===== config.mk =====
export PLATFORM = sky130hd
export DESIGN_NAME = flash_cmd_seq
export DESIGN_NICKNAME = d
export VERILOG_FILES = /design/src/rtl/flash_cmd_seq.sv
export SDC_FILE = /design/constraint.sdc
export NUM_CORES = 1
export LEC_CHECK = 0
export BUFFER_PORTS_ARGS = -buffer_cell sky130_fd_sc_hd__buf_2
export CORE_ASPECT_RATIO = 0.8
export CORE_MARGIN = 2
export CORE_UTILIZATION = 40
export DETAILED_ROUTE_END_ITERATION = 6
export GPL_TIMING_DRIVEN = 0
export PLACE_DENSITY = 0.58
export REMOVE_ABC_BUFFERS = 1
export SLEW_MARGIN = 20
export SYNTH_ARGS = -nofsm -noshare
export SYNTH_HDL_FRONTEND = slang
export SYNTH_SLANG_ARGS = --single-unit

===== constraint.sdc =====
create_clock -name sys_clk -period 6 [get_ports sys_clk]
set_clock_uncertainty 0.15 [all_clocks]
set_input_delay 1.5 -clock sys_clk [delete_from_list [all_inputs] [get_ports sys_clk]]
set_output_delay 1.5 -clock sys_clk [all_outputs]
set_load 0.01 [all_outputs]

===== src/rtl/flash_cmd_seq.sv =====
// flash_cmd_seq: SPI NOR (25-series) erase/program sequencer: WREN, command frame, RDSR polling
// Ports:
//   sys_clk, sys_rst     clock and synchronous active-high reset
//   start, op, addr,     request strobe (IDLE only), op 00 SE / 01 BE / 10 PP / 11 reserved,
//   wdata                24-bit byte address and program data, latched on acceptance
//   busy, done, err      request in progress, one-cycle completion pulse, error valid with done
//   cs_n, sck, mosi,     SPI mode 0 at sys_clk/4, MSB first
//   miso
// Optional: define FLASH_WEL_CHECK_EN to read status after WREN and abort if WEL is clear.
module flash_cmd_seq #(
    parameter int CS_GAP   = 32,
    parameter int POLL_MAX = 65535,
    parameter int POLL_W   = 16
) (
    input  logic        sys_clk,
    input  logic        sys_rst,
    input  logic        start,
    input  logic [1:0]  op,
    input  logic [23:0] addr,
    input  logic [7:0]  wdata,
    output logic        busy,
    output logic        done,
    output logic        err,
    output logic        cs_n,
    output logic        sck,
    output logic        mosi,
    input  logic        miso
);
    typedef enum logic [3:0] {IDLE, ARM, WREN, GAP1, WELRD, GAP4, CMD, GAP2, POLL, GAP3, DONE} state_t;
    state_t state, nxt_st;
    logic [1:0]  op_q;
    logic [23:0] addr_q;
    logic [7:0]  wdata_q;
    logic [38:0] tx;
    logic [7:0]  fb, cnt, nc, cmd_fb, nxt_fb;
    logic [15:0] gc;
    logic [POLL_W-1:0] pc;
    logic [39:0] cmd_tx, nxt_tx;
`ifdef FLASH_WEL_CHECK_EN
    logic [1:0] rx;
`else
    logic [0:0] rx;
`endif
    // frame payloads are left-aligned; fb is the number of bit cycles (4 per bit)
    always_comb begin
        cmd_tx = op_q == 2'b00 ? {8'hD8, addr_q, 8'h00} : op_q == 2'b01 ? {8'hC7, 32'h0} : {8'h02, addr_q, wdata_q};
        cmd_fb = op_q == 2'b00 ? 8'd128 : op_q == 2'b01 ? 8'd32 : 8'd160;
`ifdef FLASH_WEL_CHECK_EN
        nxt_st = state == ARM ? WREN : state == GAP1 ? WELRD : (state == GAP2 || state == GAP3) ? POLL : CMD;
`else
        nxt_st = state == ARM ? WREN : (state == GAP2 || state == GAP3) ? POLL : CMD;
`endif
        nxt_tx = nxt_st == WREN ? {8'h06, 32'h0} : nxt_st == CMD ? cmd_tx : {8'h05, 32'h0};
        nxt_fb = nxt_st == WREN ? 8'd32 : nxt_st == CMD ? cmd_fb : 8'd64;
        nc     = cnt + 8'd1;
    end
    always_ff @(posedge sys_clk) begin
        if (sys_rst) begin
            state   <= IDLE;
            busy    <= 1'b0;
            done    <= 1'b0;
            err     <= 1'b0;
            cs_n    <= 1'b1;
            sck     <= 1'b0;
            mosi    <= 1'b0;
            op_q    <= '0;
            addr_q  <= '0;
            wdata_q <= '0;
            tx      <= '0;
            fb      <= '0;
            cnt     <= '0;
            gc      <= '0;
            pc      <= '0;
            rx      <= '0;
        end else begin
            done <= 1'b0;
            case (state)
                IDLE: if (start) begin
                    op_q    <= op;
                    addr_q  <= addr;
                    wdata_q <= wdata;
                    pc      <= '0;
                    busy    <= 1'b1;
                    state   <= ARM;
                end
                ARM: if (op_q == 2'b11) begin
                    state <= DONE;
                    done  <= 1'b1;
                    err   <= 1'b1;
                end else begin
                    state <= nxt_st;
                    cs_n  <= 1'b0;
                    mosi  <= nxt_tx[39];
                    tx    <= nxt_tx[38:0];
                    fb    <= nxt_fb;
                    cnt   <= '0;
                end
                WREN, WELRD, CMD, POLL: begin
                    if (cnt == fb + 8'd3) begin
                        cs_n <= 1'b1;
                        gc   <= '0;
                        if (state == WREN) state <= GAP1;
                        else if (state == CMD) state <= GAP2;
`ifdef FLASH_WEL_CHECK_EN
                        else if (state == WELRD) begin
                            state <= rx[1] ? GAP4 : DONE;
                            done  <= !rx[1];
                            err   <= !rx[1];
                        end
`endif
                        else begin
                            if (pc != POLL_W'(POLL_MAX)) pc <= pc + POLL_W'(1);
                            // rx[0] is WIP of the status byte just read
                            if (!rx[0] || pc >= POLL_W'(POLL_MAX - 1)) begin
                                state <= DONE;
                                done  <= 1'b1;
                                err   <= rx[0];
                            end else state <= GAP3;
                        end
                    end else begin
                        cnt <= nc;
                        sck <= nc[1] && nc < fb;
                        if (nc[1:0] == 2'd0) begin
                            mosi <= nc < fb && tx[38];
                            tx   <= {tx[37:0], 1'b0};
                        end
                        // sample on the edge that raises sck
                        if (cnt[1:0] == 2'd1 && cnt < fb) begin
`ifdef FLASH_WEL_CHECK_EN
                            rx <= {rx[0], miso};
`else
                            rx <= miso;
`endif
                        end
                    end
                end
                GAP1, GAP2, GAP3, GAP4: if (gc == 16'(CS_GAP - 1)) begin
                    state <= nxt_st;
                    cs_n  <= 1'b0;
                    mosi  <= nxt_tx[39];
                    tx    <= nxt_tx[38:0];
                    fb    <= nxt_fb;
                    cnt   <= '0;
                end else gc <= gc + 16'd1;
                DONE: begin
                    state <= IDLE;
                    busy  <= 1'b0;
                    err   <= 1'b0;
                end
                default: state <= IDLE;
            endcase
        end
    end
endmodule


Word level (Yosys, flattened, before mapping)
Cells that the tools add are included.

Register bits after elaboration: 132. Input port bits: 38. Output and inout bits: 6. Logic and storage cells: 145.

Add/subtract/negate cells: 4. $lt $le $gt $ge: 3. Equal/unequal tests: 30. Multiplexer cells: 62. Bitwise gates (word level): 1. Reduce and logical (&&, ||, !) cells: 29.

Operator list (number): $mux 40 (4); $mux 39 (4); $pmux 39 s3 (1); $mux 16 (7); $mux 8 (9); $pmux 16 s2 (2); $add 16x1->16 const B (2); $mux 4 (8); $pmux 8 s3 (1); $ne 2x2->1 const B (11); $eq 4x3->1 const B (5); $mux 1 (18); $eq 16x5->1 const B (1); $ge 16x16->1 const B (1); $lt 8x8->1 (2); $ne 16x16->1 const B (1); $pmux 4 s4 (1); $pmux 8 s2 (1); $eq 4x2->1 const B (3); $eq 4x4->1 const B (3); $reduce_and 3->1 (4); $reduce_and 6->1 (2); $pmux 1 s3 (3); $add 8x1->8 const B (1); other kinds (20) (34).

Longest topological paths before layout
Word-level depth: 9. Mapped depth: 9. Gate-level depth less buffers: 9.

Least setup slack after synthesis
No wires, ideal clock.

Path type: input to register. Start point: input start. End point: register pc[13]. Library setup time: 0.070 ns. Arrival time: 2.599 ns. Data required time: 5.780 ns. Setup slack: 3.182 ns. Cell stages on the path: 6. Path buffers: 1. Cells stage by stage: inv_1 -> a21oi_1 -> o21ai_2 -> buf_6 -> or4_1 -> a21oi_1.

Word-level cells in the longest chain between the ends: 2.

RTL lines: start: declaration (RTL line 17) `input logic start,`; $ne 2x2->1 (no source line); $reduce_and 6->1 (no source line); end signal: assignment (RTL line 112) `if (pc != POLL_W'(POLL_MAX)) pc <= pc + POLL_W'(1);`; end: declaration (RTL line 37) `logic [POLL_W-1:0] pc;`.

No other way between the ends. A chain may end at the register's enable or synchronous reset.

Worst setup path after layout
Start point: register state[0]. End point: register tx[13].

Word-level cells in the longest chain between the ends: 9. Elaborated cells on any way between the ends: 27. Classes of those cells: eq/ne (15); mux (7); reduce/logical (5).

RTL lines: start: declaration (RTL line 30) `state_t state, nxt_st;`; start signal: assignment (RTL line 91) `state <= nxt_st;`; start signal: assignment (RTL line 138) `state <= nxt_st;`; $eq 4x3->1 or $eq 4x4->1 (tied branches) (RTL line 51, 77); $logic_or 1x1->1 (RTL line 51) `nxt_st = state == ARM ? WREN : (state == GAP2 || state == GAP3) ? POLL : CMD;`; $mux 4 (2 in series) (RTL line 51); $eq 4x3->1 (RTL line 53) `nxt_tx = nxt_st == WREN ? {8'h06, 32'h0} : nxt_st == CMD ? cmd_tx : {8'h05, 32'h0};`; $mux 40 (2 in series) (RTL line 53); $mux 39 (on tied branches) (RTL line 137, 86); $pmux 39 s3 (RTL line 77) `case (state)`; end signal: assignment (RTL line 94) `tx <= nxt_tx[38:0];`; end signal: assignment (RTL line 125) `tx <= {tx[37:0], 1'b0};`; end signal: assignment (RTL line 141) `tx <= nxt_tx[38:0];`; end: declaration (RTL line 34) `logic [38:0] tx;`.

Several ways; a longest one is shown, not always the timed one. The select of a mux whose other input is x is not followed.

==> results.cfg <==
[global_route]
groute.layer.met1.usage = 0.273
grt-busiest-layer = met2
grt_pass1_wl_mm = 27.4
met2_usage = 0.307
grt_max_degree = 63
antenna_found_initial = 0
use_met3 = 0.0469
grt_overflow = 0
track_usage = 0.197
grt_pass1_vias = 5635

[timing]
fin_crit_sh = 0.602
max_slew_margin = 0.267
rsz0062_at_grt = no
finalHoldViolCount = 0
setup_viol = 0
holdWs_ps = 304
worstMarginPinSlew_ps = 1100
timing.fmax_ghz = 0.277
fin_tns_setup_ps = 0
worst_slack_ps = 2390
min_period_ps = 3610
drv_slew = 0

[clock_network]
insertion_delay_ps = 420
h-tree-depth = 4
cts_sinks = 127
cts_hold_buf = 0
cts_setup_buffers = 0
cts_made_buffers = 17
cts-resized-gates = 0
clk_pin_slew_worst_paths_ps = 60
root_buffer = clkbuf_16
cts_buffer_depth = 2
cts_tree = built

[synth]
synthFlopType = dfxtp_1
yosysTopAreaCell = dfxtp_1
yosys-top-cells-area = dfxtp_1 (40%), nand2_1 (7.7%), a21oi_1 (7.1%), a311oi_1 (3.7%), a31oi_1 (3.5%)
synth_area_per_cell_um2 = 8.11
ys_seq_area_frac = 0.400
ys_async_sr_fraction = 0
synthCells = 784
synth-seq-cells = 127
ys.warnings.count = 0
synth_edf_count = 0
netlist_area_um2 = 6360
synth_top_area_share = 0.400
yosysUniqueCellTypes = 65

[worst_setup_path]
cp-end-kind = flop
critPathKind = reg -> reg
crit_fanout = 27
worstPathArrival_ps = 3780
startpoint_type = flop
crit_required_ps = 6170

[detailed_routing]
first_iter_violations = 491
wl_per_cell_um = 16.0
drt-total-wl_mm = 16.3
num_vias = 5992
drc_errors = 0
vias_per_cell = 5.89
antenna_left = 0
dr.pass1.iters = 5

[worst_hold_path]
hold_class = reg -> reg

[cells_and_area]
layout_commonest_cell = nand2_1
antenna_cells = 0
layout_common_cells = nand2_1 (129), dfxtp_1 (127), a21oi_1 (90)
drive_above_1_share = 0.127
design_area_um2 = 7280
area_delta_synth_final_pct = 14.5
nNetsFinal = 841

[power]
p_sw_frac = 0.422
combPwrFrac = 0.431
pwr-share-clk = 0.253
p_per_area_nw_per_um2 = 537
intPower_mw = 2.26
power_switching_mw = 1.65
pwr-share-seq = 0.316
irDropWorstVdd_v = 0.000253
leakagePower_nw = 2.50

[placement]
io_buffers = 43
dpl_cell_area_um2 = 6710
preCtsSetupSlack_ps = 2140
hpwl_mm = 10.7
place_congestion = 0.860

[die]
die_w_um = 145
pin_count = 44
initial_core_util = 0.406
core-area_um2 = 15600
die_area_um2 = 16900
die_height_um = 117
fp-row-count = 41

[outcome]
status = finished clean

[flow_run]
cap_viol_max_count = 0
-- routing by layer --
layer	up-vias	part of all wire
li1	2956	-
met1	2871	0.49
met2	146	0.45
met3	19	0.051
met4	0	0.012
met5	-	0
-- flip-flops by register name (all words and copies together), names as in the netlist, 2 cells and up --
register / cells
fb: 3
wdata_q: 8
cnt: 8
pc: 16
op_q: 2
tx: 39
gc: 16
addr_q: 24
state: 4
-- layout make-up --
type	instances	area, um2
Fill cell	1510	8370
Multi-Input combinational cell	577	3490
Sequential cell	127	2540
Clock buffer	18	439
Timing Repair Buffer	50	350
Tap cell	215	269
Clock inverter	12	121
Inverter	19	71.3
-- cells by family (layout without fill, tap and decap cells) --
logic type	after synthesis	in the layout	share of synthesized area
flops	127	127	0.400
compound gates	242	242	0.245
fa+ha+maj	11	11	0.0216
xor+xnor	4	4	0.00551
mux	9	9	0.0146
simple gates	311	311	0.255
buf+inv	80	99	0.0580
-- through the flow --
stage,cells,util,power [mW]
after floorplan,723,-,2.34
after CTS,1018,0.465,3.92
after global placement,981,0.418,2.76
after global routing,1018,0.465,4.18
after detailed placement,988,0.429,2.92
final,1018,0.465,3.91
-- power groups by stage --
stage | Sequential (mW) | Combinational, mW | Clock [mW]
6_report | 1.23 | 1.68 | 0.989
5_1_grt | 1.26 | 1.87 | 1.05
4_1_cts | 1.23 | 1.68 | 1.00
3_5_place_dp | 1.25 | 1.68 | 0
3_3_place_gp | 1.24 | 1.52 | 0
2_1_floorplan | 1.20 | 1.13 | 0
-- synth_stat cells (3+ instances only) --
cell type  number
nor2_1         27
and3_1          7
a22oi_1         4
o2111ai_1       3
and2_1          5
buf_4           6
o211ai_1        8
a31oi_1        36
buf_6           3
mux2i_1         7
a221oi_1        7
nand3_1        42
or3_1          16
nor4_1          4
and4_1          6
a21oi_1        90
nand2_1       130
o31ai_1        16
nor2b_1         5
o21ai_1         5
nor3_1         12
a211oi_1        3
nand2b_1        3
clkbuf_1       32
nand4_1        16
a311oi_1       27
ha_1           11
buf_2          19
o21ai_0        23
dfxtp_1       127
inv_1          19
or4_1          23
-- final timing paths --
check,slack (ps),cells past startpoint,end,from
worst max-delay path,2390,6,tx[13],state[0]
worst max register to register,2390,6,tx[13],state[0]
worst min register to register,300,2,addr_q[22],addr_q[22]
worst min-delay path,300,2,addr_q[22],addr_q[22]
-- critical path, stage by stage (launching register included) --
cell and delay, ps:
dfxtp_1 1040, nand3_1 320, o21ai_1 940, nor3_2 330, buf_4 290, buf_4 180, a311oi_1 240
Power figures use the tool's default switching activity.
